<file path="config.mk">
export PLATFORM = sky130hd
export DESIGN_NAME = mult_share_sched
export DESIGN_NICKNAME = d
export VERILOG_FILES = /design/src/rtl/mult_share_pkg.sv /design/src/rtl/mult_share_rr_arb.sv /design/src/rtl/mult_share_sched.sv
export SDC_FILE = /design/constraint.sdc
export NUM_CORES = 1
export LEC_CHECK = 0
export BUFFER_PORTS_ARGS = -buffer_cell sky130_fd_sc_hd__buf_4
export CORE_MARGIN = 3
export CORE_UTILIZATION = 59
export CTS_BUF_LIST = sky130_fd_sc_hd__clkbuf_2 sky130_fd_sc_hd__clkbuf_4 sky130_fd_sc_hd__clkbuf_8
export CTS_CLUSTER_DIAMETER = 150
export DETAILED_ROUTE_END_ITERATION = 8
export PLACE_DENSITY = 0.88
export SYNTH_ARGS = -nofsm -noshare
export SYNTH_HDL_FRONTEND = slang
export SYNTH_HIERARCHICAL = 1
export SYNTH_SLANG_ARGS = --single-unit
</file>
<file path="constraint.sdc">
create_clock -name clk -period 6.1 [get_ports clk]
set_clock_uncertainty 0.15 [all_clocks]
set_input_delay 0.915 -clock clk [delete_from_list [all_inputs] [get_ports clk]]
set_output_delay 0.915 -clock clk [all_outputs]
set_load 0.01 [all_outputs]
</file>
<file path="src/rtl/mult_share_pkg.sv">
// Shared types and helpers for the shared-multiplier scheduler and its arbiter.
package mult_share_pkg;

  localparam int MS_WIDTH = 8;
  localparam int MS_NREQ  = 4;

  function automatic int idw(input int n);
    return (n > 1) ? $clog2(n) : 1;
  endfunction

  localparam int MS_IDW = idw(MS_NREQ);

  typedef struct packed {
    logic              vld;
    logic [MS_IDW-1:0] id;
  } tag_t;

  typedef struct packed {
    logic [MS_IDW-1:0]     id;
    logic [2*MS_WIDTH-1:0] y;
  } ent_t;

endpackage

</file>
<file path="src/rtl/mult_share_rr_arb.sv">
// Round-robin arbiter: searches upward from (i_last+1) mod NREQ and returns a
// one-hot grant plus its encoded index; no grant when i_en is low.
module mult_share_rr_arb
  import mult_share_pkg::*;
#(
  parameter int NREQ = MS_NREQ,
  parameter int IDW  = idw(NREQ)
) (
  input  logic [NREQ-1:0] i_req,
  input  logic            i_en,
  input  logic [IDW-1:0]  i_last,
  output logic [NREQ-1:0] o_gnt,
  output logic [IDW-1:0]  o_idx
);

  logic           w_found;
  logic [IDW-1:0] w_cand;

  always_comb begin
    o_gnt   = '0;
    o_idx   = '0;
    w_found = 1'b0;
    w_cand  = '0;
    for (int k = 1; k <= NREQ; k++) begin
      w_cand = IDW'((int'(i_last) + k) % NREQ);
      if (i_en && !w_found && i_req[w_cand]) begin
        o_gnt[w_cand] = 1'b1;
        o_idx         = w_cand;
        w_found       = 1'b1;
      end
    end
  end

endmodule

</file>
<file path="src/rtl/mult_share_sched.sv">
// Shares one pipelined multiplier among NREQ requesters with credit-based issue,
// a tag pipe and a show-ahead result FIFO. Option: MULT_SHARE_SCHED_ZERO_IDLE_EN.
module mult_share_sched
  import mult_share_pkg::*;
#(
  parameter int WIDTH      = MS_WIDTH,
  parameter int NREQ       = MS_NREQ,
  parameter int LAT        = 2,
  parameter int FIFO_DEPTH = 4
) (
  input  logic                    clk,
  input  logic                    rst,
  input  logic [NREQ-1:0]         req_valid,
  input  logic [NREQ*WIDTH-1:0]   req_a,
  input  logic [NREQ*WIDTH-1:0]   req_b,
  output logic [NREQ-1:0]         req_ready,
  output logic [WIDTH-1:0]        mul_a,
  output logic [WIDTH-1:0]        mul_b,
  input  logic [2*WIDTH-1:0]      mul_y,
  output logic                    rsp_valid,
  output logic [idw(NREQ)-1:0]    rsp_id,
  output logic [2*WIDTH-1:0]      rsp_y,
  input  logic                    rsp_ready,
  output logic                    busy
);

  localparam int IDW = idw(NREQ);
  localparam int AW  = (FIFO_DEPTH > 1) ? $clog2(FIFO_DEPTH) : 1;
  localparam int CW  = $clog2(FIFO_DEPTH + 1);

  // Tag and FIFO records come from the package, which is sized for this width/requester count.
  if (WIDTH != MS_WIDTH || NREQ != MS_NREQ) begin : g_cfg_err
    $error("mult_share_sched: WIDTH/NREQ must match mult_share_pkg record sizes");
  end

  function automatic logic [AW-1:0] ptr_inc(input logic [AW-1:0] p);
    return (p == AW'(FIFO_DEPTH - 1)) ? '0 : p + 1'b1;
  endfunction

  logic [IDW-1:0]   r_last;
  logic [CW-1:0]    r_inflight;
  logic [CW-1:0]    r_count;
  logic [AW-1:0]    r_wr;
  logic [AW-1:0]    r_rd;
  logic [WIDTH-1:0] r_mul_a;
  logic [WIDTH-1:0] r_mul_b;
  tag_t             r_tag_p [0:LAT];
  ent_t             r_mem   [0:FIFO_DEPTH-1];

  logic             w_can_issue;
  logic             w_issue;
  logic             w_push;
  logic             w_pop;
  logic [NREQ-1:0]  w_gnt;
  logic [IDW-1:0]   w_gnt_idx;
  logic [WIDTH-1:0] w_a;
  logic [WIDTH-1:0] w_b;

  // Every issued product already owns a FIFO slot, so the multiplier never stalls.
  assign w_can_issue = (int'(r_inflight) + int'(r_count)) < FIFO_DEPTH;

  mult_share_rr_arb #(
    .NREQ (NREQ),
    .IDW  (IDW)
  ) u_arb (
    .i_req  (req_valid),
    .i_en   (w_can_issue & ~rst),
    .i_last (r_last),
    .o_gnt  (w_gnt),
    .o_idx  (w_gnt_idx)
  );

  assign req_ready = w_gnt;
  assign w_issue   = |w_gnt;
  assign w_a       = req_a[int'(w_gnt_idx)*WIDTH +: WIDTH];
  assign w_b       = req_b[int'(w_gnt_idx)*WIDTH +: WIDTH];

  // Stage p0: operand registers feeding the multiplier
  always_ff @(posedge clk) begin
    if (rst) begin
      r_mul_a <= '0;
      r_mul_b <= '0;
    end else if (w_issue) begin
      r_mul_a <= w_a;
      r_mul_b <= w_b;
    end
`ifdef MULT_SHARE_SCHED_ZERO_IDLE_EN
    else begin
      r_mul_a <= '0;
      r_mul_b <= '0;
    end
`endif
  end

  assign mul_a = r_mul_a;
  assign mul_b = r_mul_b;

  // Tag pipe: stage LAT lines up with the cycle mul_y is valid
  always_ff @(posedge clk) begin
    if (rst) begin
      for (int k = 0; k <= LAT; k++) r_tag_p[k] <= '0;
    end else begin
      r_tag_p[0] <= '{vld: w_issue, id: w_gnt_idx};
      for (int k = 1; k <= LAT; k++) r_tag_p[k] <= r_tag_p[k-1];
    end
  end

  assign w_push = r_tag_p[LAT].vld;
  assign w_pop  = (r_count != '0) & rsp_ready;

  always_ff @(posedge clk) begin
    if (rst) begin
      r_last     <= IDW'(NREQ - 1);
      r_inflight <= '0;
    end else begin
      if (w_issue) r_last <= w_gnt_idx;
      case ({w_issue, w_push})
        2'b10:   r_inflight <= r_inflight + 1'b1;
        2'b01:   r_inflight <= r_inflight - 1'b1;
        default: r_inflight <= r_inflight;
      endcase
    end
  end

  // Result FIFO: show-ahead, push and pop may coincide even when full
  always_ff @(posedge clk) begin
    if (rst) begin
      r_wr    <= '0;
      r_rd    <= '0;
      r_count <= '0;
    end else begin
      if (w_push) r_wr <= ptr_inc(r_wr);
      if (w_pop)  r_rd <= ptr_inc(r_rd);
      case ({w_push, w_pop})
        2'b10:   r_count <= r_count + 1'b1;
        2'b01:   r_count <= r_count - 1'b1;
        default: r_count <= r_count;
      endcase
    end
  end

  always_ff @(posedge clk) begin
    if (w_push) r_mem[r_wr] <= '{id: r_tag_p[LAT].id, y: mul_y};
  end

  assign rsp_valid = (r_count != '0);
  assign rsp_id    = r_mem[r_rd].id;
  assign rsp_y     = r_mem[r_rd].y;
  assign busy      = (r_inflight != '0) | (r_count != '0);

endmodule
</file>
Yosys cells after proc, flatten, opt, wreduce, memory -nomap -nowiden
Memory sizes are Yosys's and may differ from the RTL's. A register that Yosys moved wholly into a read port is not among the register bits.
Index checks and enable logic that the tools add are counted.
{"block": "totals", "n_memories": 2, "wordCells": 107, "out_inout_bits": 40, "inputBits": 87, "ram_bits": 81, "regBits": 28}
{"block": "op_classes", "n_mux": 41, "bitwise": 10, "n_addsub": 11, "magnitude_cmp": 9, "reduce_logical": 19, "eq_ne": 6, "shift": 2}
{"name": "r_mem", "words": 4, "width": 18, "rd": 1, "rd_ports_with_merged_regs": 1, "wr": 1, "line_no": "mult_share_sched.sv:48", "source": "ent_t r_mem [0:FIFO_DEPTH-1];"}
{"name": "r_tag_p", "words": 3, "width": 3, "rd": 3, "rd_ports_with_merged_regs": 0, "wr": 3, "line_no": "mult_share_sched.sv:47", "source": "tag_t r_tag_p [0:LAT];"}
{"op": "variable part select 32 x 6 -> 8 bit", "count": 2}
{"op": "2-to-1 mux 1 bit", "count": 16}
{"op": "2-to-1 mux 2 bit", "count": 8}
{"op": "2-to-1 mux 4 bit", "count": 4}
{"op": "less-than comparator 2 x 3 -> 1 bit, second input constant", "count": 4}
{"op": "OR 4 bit", "count": 3}
{"op": "case mux 3 bit (2 select lines)", "count": 2}
{"op": "logical AND 1 bit", "count": 11}
{"op": "2-to-1 mux 3 bit", "count": 3}
{"op": "adder 2 x 1 -> 2 bit, second input constant", "count": 4}
{"op": "binary-select mux 1 bit (select 2 bit)", "count": 4}
{"op": "demux 1 bit (select 2 bit)", "count": 4}
{"op": "equality test 2 bit, second input constant", "count": 4}
{"op": "greater-or-equal comparator 2 x 1 -> 1 bit, second input constant", "count": 4}
{"op": "adder 3 x 1 -> 3 bit, second input constant", "count": 2}
{"op": "nonzero test 3 bit", "count": 2}
{"op": "subtractor 3 x 1 -> 3 bit, second input constant", "count": 2}
{"op": "adder 2 bit, second input constant", "count": 2}
{"op": "adder 3 x 3 -> 4 bit", "count": 1}
{"op": "equality test 2 x 1 -> 1 bit, second input constant", "count": 2}
{"op": "less-than comparator 4 x 3 -> 1 bit, second input constant", "count": 1}
{"op": "OR 1 bit", "count": 4}
{"op": "nonzero test 2 bit", "count": 2}
{"op": "OR reduction 4 bit", "count": 1}
{"op": "other kinds (3)", "count": 6}

Logic depth before layout (Yosys ltp)
Gate-level depths: netlist of run 1.
{"block": "logic_depth", "word_depth": 20, "ltp_mapped": 16, "depth_no_buf": 14}

Modules after synthesis
The synthesis of run 1 kept the hierarchy.
{"mod": "mult_share_sched", "cells_each": 248, "area_each_um2": 4478.0, "instances": 1, "seq_area_each_um2": 2942.8}
{"mod": "mult_share_rr_arb", "cells_each": 54, "area_each_um2": 486.7, "instances": 1, "seq_area_each_um2": 0.0}

Worst setup path after synthesis of run 1
OpenSTA, ideal clock, no wires.
{"block": "synth_timing", "kind": "register to register", "start": "reg r_last[0]", "end": "reg r_inflight[2]", "required_ns": 5.879, "n_path_buf": 2, "t_arrival_ns": 3.837, "synth_period_minus_slack_ns": 4.058, "path_stages_with_launch": 16, "slack_ns": 2.042, "setup_time_ns": 0.071, "cell_sequence": "dfxtp_1 > buf_6 > inv_1 > ha_1 > clkbuf_1 > mux4_1 > and3_2 > a22oi_1 > nand2_1 > nor4_4 > ha_1 > inv_1 > fa_1 > xor2_1 > or3_1 > a21oi_1"}
{"block": "synth_between", "elab_chain_len": 20, "elab_cells_between_ends": 57, "classes_between": "add/sub: 4; order compare: 8; eq/ne: 2; mux: 24; bitwise: 3; reduce/logical: 16"}
{"item": "from (decl)", "line_no": "mult_share_sched.sv:40", "source": "logic [IDW-1:0] r_last;"}
{"item": "from (signal assigned)", "line_no": "mult_share_sched.sv:113", "source": "r_last <= IDW'(NREQ - 1);"}
{"item": "from (signal assigned)", "line_no": "mult_share_sched.sv:116", "source": "if (w_issue) r_last <= w_gnt_idx;"}
{"item": "branches (longest 16 deep; another with less-than comparator 2 x 3 -> 1 bit)"}
{"item": "2-to-1 mux 4 bit *", "line_no": "mult_share_rr_arb.sv:26", "source": "if (i_en && !w_found && i_req[w_cand]) begin"}
{"item": "named net req_ready[1]", "line_no": "mult_share_sched.sv:16", "source": "output logic [NREQ-1:0] req_ready,"}
{"item": "OR reduction 4 bit *", "line_no": "mult_share_sched.sv:74", "source": "assign w_issue = |w_gnt;"}
{"item": "equality test 2 x 1 -> 1 bit / equality test 2 bit (equally long branches)", "line_no": "mult_share_sched.sv:117", "source": "case ({w_issue, w_push})"}
{"item": "case mux 3 bit (2 select lines) / nonzero test 2 bit (equally long branches)"}
{"item": "to (signal assigned)", "line_no": "mult_share_sched.sv:118", "source": "2'b10: r_inflight <= r_inflight + 1'b1;"}
{"item": "to (signal assigned)", "line_no": "mult_share_sched.sv:119", "source": "2'b01: r_inflight <= r_inflight - 1'b1;"}
{"item": "to (signal assigned)", "line_no": "mult_share_sched.sv:120", "source": "default: r_inflight <= r_inflight;"}
{"item": "to (decl)", "line_no": "mult_share_sched.sv:41", "source": "logic [CW-1:0] r_inflight;"}
Mark *: on every way through the listed nets, which the timed path passes. The select of a mux whose other input is x is not followed.
A chain may end at the register's enable or synchronous reset.

Worst setup path after layout of run 1
{"block": "layout_timing", "start": "reg r_last[0]", "end": "reg r_inflight[2]"}
{"block": "layout_between", "elab_chain_len": 20, "elab_cells_between_ends": 57, "classes_between": "add/sub: 4; order compare: 8; eq/ne: 2; mux: 24; bitwise: 3; reduce/logical: 16"}
{"item": "branches (longest 16 deep; another with less-than comparator 2 x 3 -> 1 bit)"}
{"item": "2-to-1 mux 4 bit *", "line_no": "mult_share_rr_arb.sv:26"}
{"item": "OR reduction 4 bit *", "line_no": "mult_share_sched.sv:74"}
{"item": "equality test 2 x 1 -> 1 bit / equality test 2 bit (equally long branches)", "line_no": "mult_share_sched.sv:117"}
{"item": "case mux 3 bit (2 select lines) / nonzero test 2 bit (equally long branches)"}
Mark *: on every way between the ends. The select of a mux whose other input is x is not followed.

==> results of run 1 <==
[per-layer routing]
layer	part of all wire [%]	GRT usage [%]	vias up
met5	0	0	-
met4	1.8	7.77	0
met3	7.6	6.07	14
met2	53	38.2	133
met1	37	23.5	1502
li1	-	-	1429
[cell type report]
cell class,instances,area [um2]
well taps,102,128
clock buffers,11,145
multi-input cells,163,1850
fillers,478,1820
repair buffers,127,953
flip-flops and latches,111,2940
clock inverters,5,38.8
inverters,12,45.0
[cells by family (layout without fill, tap and decap cells)]
logic type                 Yosys count  after routing  synth area share, %
muxes                               40             40                 17.7
xor gates and xnor gates             4              4                0.706
buffers and inverters               28            155                 3.38
and+or+nand+nor                     53             53                 6.50
AOI/OAI and AO/OA                   47             47                 7.31
DFF                                111            111                 59.3
adders and majority gates           19             19                 5.09
[cell usage in the layout, fill, tap and decap left out, types with 3 or more instances in the layout]
| cell type | netlist | final |
|---|---|---|
| a21oi_1 | 8 | 8 |
| nor2_1 | 9 | 9 |
| mux4_2 | 37 | 37 |
| buf_4 | 1 | 127 |
| xor2_1 | 4 | 4 |
| and2_1 | 4 | 4 |
| a22o_1 | 15 | 15 |
| ha_1 | 17 | 17 |
| inv_1 | 12 | 12 |
| or3_1 | 4 | 4 |
| nor2b_1 | 10 | 10 |
| nand2_1 | 10 | 10 |
| a21o_1 | 3 | 3 |
| edfxtp_1 | 72 | 72 |
| inv_6 | 0 | 3 |
| a22oi_1 | 4 | 4 |
| clkbuf_8 | 0 | 10 |
| o21ai_0 | 4 | 4 |
| dfxtp_1 | 39 | 39 |
| a22o_2 | 5 | 5 |
[report_power, final]
part	leakage (nW)	internal [W]	total, W	switching (W)
combinational	1.33	0.000439	0.000828	0.000389
clock	0.0958	0.000168	0.000402	0.000233
sequential	0.969	0.000867	0.000927	0.0000599
[path summary, 6_finish.rpt]
check	startpoint	endpoint	depth (start not counted)
worst max-delay path	r_last[0]$_SDFFE_PP1P_	r_inflight[2]$_SDFFE_PP0P_	14
worst min-delay path	r_tag_p[0][5]$_SDFF_PP0_	r_tag_p[0][8]$_SDFF_PP0_	1
worst max register to register	r_last[0]$_SDFFE_PP1P_	r_inflight[2]$_SDFFE_PP0P_	14
worst min register to register	r_tag_p[0][5]$_SDFF_PP0_	r_tag_p[0][8]$_SDFF_PP0_	1
[through the flow]
step | setup WS, ns | instances | area, um2 | hold WS, ns | total power (W)
2_1_floorplan | 2.04 | 302 | 4960 | 0.264 | 0.00157
3_3_place_gp | 1.91 | 515 | 5920 | 0.267 | 0.00174
3_5_place_dp | 1.68 | 515 | 5920 | 0.282 | 0.00177
4_1_cts | 1.64 | 531 | 6110 | 0.305 | 0.00217
5_1_grt | 1.32 | 531 | 6110 | 0.316 | 0.00228
6_report | 1.62 | 531 | 6110 | 0.300 | 0.00216
[registers in the layout, summed over array words and instances, names as in the netlist, named ones only]
register    count
r_wr            2
mul_a           8
r_rd            2
r_count         3
mul_b           8
r_mem          72
r_tag_p         9
r_last          2
r_inflight      3
==> flow_summary.toml, run 1 <==
[placed_design]
gp_routability_congestion = 0.862
port_buffers = 126
dp_hpwl_um = 7420

[synth]
ys_types = 46
ys.flop_type = "edfxtp_1"
synth.most_common_cell = "edfxtp_1"
synth_area_um2 = 4960
synth_top_area_cell = "edfxtp_1"
synth_warnings = 6
ys_top_cells_by_area = "edfxtp_1 44%, mux4_2 17%, dfxtp_1 16%"
synth_edf_count = 72
synth-seq-cells = 111
syn_nets = 408
synth_top_area_share_pct = 43.5
syn_area_per_cell_um2 = 16.4
synth_cells = 302
yosys-top-cells-count = "72 x edfxtp_1, 39 x dfxtp_1, 37 x mux4_2"
yosysSeqAreaShare_pct = 59.3
async_reset_ff_share_pct = 0

[setup_path]
cp-start-kind = "flip-flop"
crit_type = "reg -> reg"
crit_required_ns = 6.25
max_stage_delay_ns = 0.73
end_kind = "flip-flop"
worst_path_max_delay_cell = "dfxtp_1"
cp_data_arrival_time_ns = 4.63
regToRegSetupSlack_ns = 1.62
crit_path_max_fanout = 17
cp_num_buf_inv = 2
cpLargestDelayFamily = "simple AND/OR/NAND/NOR gates"
path_cells = "inv_1 -> ha_1 -> mux4_2 -> nor2_2 -> and3_2 -> a22oi_1 -> nand2_1 -> nor4_4 -> ha_1 -> inv_1 -> fa_1 -> xor2_1 -> or3_1 -> a21oi_1"

[final_layout]
diodes = 0
final_util_pct = 77.0
drive_gt1_share_pct = 45.0
nets = 530
syn_to_final_growth_pct = 23.0

[global_routing]
grt_max_degree = 24
grt_usage_pct = 21.0
grt_pass1_vias = 3293
antenna_found_initial = 0
grt.overflow.total = 0
grt_pass1_wl_um = 15700

[cts]
ctsResizeCount = 0
path_clk_slew_ns = 0.10
cts_setup_buffers = 0
cts_buffers = 9
cts_tree = "yes"
postCtsHoldBufs = 0
h-tree-depth = 3
cts_sinks = 111
cts_root_buf = "clkbuf_8"
clock_latency_ns = 0.36
cts_buffer_depth = 2

[die]
die_w_um = 97.7
die_h_um = 97.7
die-area_um2 = 9550
core_area_um2 = 7930
initial_core_util_pct = 62.6
rows = 32
pin_count = 127

[sta]
slew_headroom_pct = 25.0
timing.final.crit_share_pct = 73.5
final.min_clock_period_ns = 4.48
finalSetupTns_ns = 0
fmax_mhz = 223
hold_viol_final = 0
tightest_slew_ns = 1.13
maxSlewViolCount = 0
rsz0062_at_grt = "no"
setup_viol = 0

[flow_run]
max_cap_viol_count = 0

[route]
drc = 0
wl_per_cell_um = 18.7
via_count = 3078
finalWirelength_um = 9920
avgViaCountPerCell = 5.80
drt-initial-drc-count = 145
drt_pass1_iterations = 4
antenna_left = 0

[pwr]
power_density_nw_per_um2 = 353
irDropWorstVdd_uv = 219
p_leak_nw = 2.39

[run_status]
status = "completed"

[worst_hold_path]
worstHoldPathType = "reg -> reg"
Note: power is estimated with default switching activity, not from simulation.
==> run 2, diff against run 1 <==
ABC_AREA = 1   (was default)
CORE_UTILIZATION = 56   (was 59)
PLACE_DENSITY = 0.83   (was 0.88)
clock period = 4.2 ns   (was 6.1 ns; I/O delays follow)
==> flow_summary.toml, run 2 <==
[run_status]
status = "completed"

[sta]
slew_headroom_pct = 45.3
tightest_slew_ns = 0.819
final.min_clock_period_ns = 3.85
fmax_mhz = 259
finalSetupTns_ns = 0
maxSlewViolCount = 0
rsz0062_at_grt = "no"
setup_viol = 0
timing.final.crit_share_pct = 91.8
hold_viol_final = 0
whs_ns = 0.257

[setup_path]
max_stage_delay_ns = 0.59
path_cells = "inv_2 -> ha_1 -> inv_1 -> nand3_1 -> and2_1 -> nor2_4 -> nand3_1 -> nand3_1 -> nor2_2 -> nand2_4 -> inv_1 -> ha_1 -> inv_1 -> fa_1 -> inv_1 -> nand2_1 -> nand3_1 -> nand2_1 -> nand2_1 -> nor2_1"
crit_required_ns = 4.31
end_kind = "flip-flop"
cp_num_buf_inv = 5
crit_type = "reg -> reg"
crit_path_max_fanout = 12
cp-start-kind = "flip-flop"
cpLargestDelayFamily = "simple AND/OR/NAND/NOR gates"
worst_path_max_delay_cell = "dfxtp_1"
cp_data_arrival_time_ns = 3.96

[global_routing]
grt.overflow.total = 0
grt_max_degree = 38
antenna_found_initial = 0
use_met1_pct = 26.9
use_met3_pct = 5.87
busiest_layer = "met2"
grt_pass1_vias = 4304
gr-usage-met2_pct = 38.5
grt_pass1_wl_um = 19800
grt_usage_pct = 22.2

[cts]
h-tree-depth = 3
cts_buffer_depth = 2
path_clk_slew_ns = 0.10
cts_tree = "yes"
cts_sinks = 111
postCtsHoldBufs = 0
cts_root_buf = "clkbuf_8"
cts_buffers = 9
clock_latency_ns = 0.36
cts_setup_buffers = 0
ctsResizeCount = 0

[synth]
synth_cells = 618
ys_types = 33
ys.flop_type = "edfxtp_1"
synth_warnings = 6
yosys-top-cells-count = "127 x nand2_1, 82 x inv_1, 72 x edfxtp_1"
synth_edf_count = 72
syn_area_per_cell_um2 = 8.82
synth_area_um2 = 5450
yosysSeqAreaShare_pct = 54.0
synth.most_common_cell = "nand2_1"
synth-seq-cells = 111
async_reset_ff_share_pct = 0
syn_nets = 724
synth_top_area_share_pct = 39.7
synth_top_area_cell = "edfxtp_1"
ys_top_cells_by_area = "edfxtp_1 40%, dfxtp_1 14%, nand2_1 8.7%"

[worst_hold_path]
worstHoldPathType = "reg -> reg"

[pwr]
p_leak_nw = 3.08
irDropWorstVdd_uv = 406
power_density_nw_per_um2 = 645

[placed_design]
port_buffers = 126
dp_hpwl_um = 8840
gp_routability_congestion = 0.947
placed_area_um2 = 6420

[die]
core_area_um2 = 9330
die_h_um = 105
pin_count = 127
die-area_um2 = 11000
die_w_um = 105
initial_core_util_pct = 58.4
rows = 35

[final_layout]
diodes = 0
multi_input_area_um2 = 2000
n_fill_cell = 674
regArea_um2 = 2940
final_common_cell = "buf_4"
largest_register_ffs = 72
nets = 838
reg.largest.list = "r_mem: 72 flops, r_tag_p: 9 flops"
final_cell_mix = "130 x buf_4, 127 x nand2_1, 82 x inv_1"
drive_gt1_share_pct = 23.3
final_area_um2 = 6610
largest-register = "r_mem"
syn_to_final_growth_pct = 21.2

[route]
drc = 0
via_count = 4471
drt-initial-drc-count = 232
antenna_left = 0
avgViaCountPerCell = 5.16
wl_per_cell_um = 14.0
finalWirelength_um = 12100
drt_pass1_iterations = 4

[flow_run]
max_cap_viol_count = 0
[run 2: worst reg2reg max path, stage by stage (launching register included)]
cell and delay, ns:
dfxtp_1 0.59, inv_2 0.20, ha_1 0.40, inv_1 0.10, nand3_1 0.09, and2_1 0.32, nor2_4 0.09, nand3_1 0.10
nand3_1 0.12, nor2_2 0.36, nand2_4 0.08, inv_1 0.13, ha_1 0.18, inv_1 0.06, fa_1 0.38, inv_1 0.07
nand2_1 0.04, nand3_1 0.10, nand2_1 0.06, nand2_1 0.06, nor2_1 0.07
[run 2: area by class of cell]
cell class                      count  area share, %
Clock buffer                       10           1.99
Clock inverter                      6          0.758
Tap cell                          129           2.44
Timing Repair Buffer              130           14.8
Sequential cell                   111           44.5
Inverter                           93           5.28
Multi-Input combinational cell    387           30.2
[run 2: metrics by stage]
step	cells	total power (W)	util, %	setup slack (ns)
final	866	0.00426	70.8	0.346
after global routing	866	0.00464	70.8	0.00395
after CTS	866	0.00427	70.8	0.397
after detailed placement	850	0.00369	68.9	0.417
after global placement	850	0.00363	68.9	0.620
after floorplan	618	0.00307	-	0.786
[run 2: metal layers]
layer  share of wire, %  up-vias
li1                   -     2256
met1                 41     2020
met2                 49      173
met3                7.3       22
met4                2.2        0
met5                  0        -
[run 2: report_power, final]
group          switching, W  internal, W  total [W]  leakage [nW]
Clock              0.000353     0.000233   0.000586        0.0946
Combinational       0.00142     0.000853    0.00227          2.01
Sequential         0.000105      0.00130    0.00141         0.971
[run 2: logic make-up (layout without fill, tap and decap cells)]
family	after synthesis	count (layout)	share of synthesized area, %
AND/OR/NAND/NOR	283	283	23.3
adder cells (fa/ha/maj)	19	19	4.64
AO/OA/AOI/OAI	85	85	8.65
buffers and inverters	120	239	9.39
flip-flops	111	111	54.0
[run 2: final timing paths]
path,startpoint,to,slack (ns),cells past startpoint
hold reg to reg,r_tag_p[0][3]$_SDFF_PP0_,r_tag_p[0][6]$_SDFF_PP0_,0.26,2
setup / recovery,r_last[0]$_SDFFE_PP1P_,r_inflight[2]$_SDFFE_PP0P_,0.35,20
setup reg to reg,r_last[0]$_SDFFE_PP1P_,r_inflight[2]$_SDFFE_PP0P_,0.35,20
hold / removal,r_tag_p[0][3]$_SDFF_PP0_,r_tag_p[0][6]$_SDFF_PP0_,0.26,2
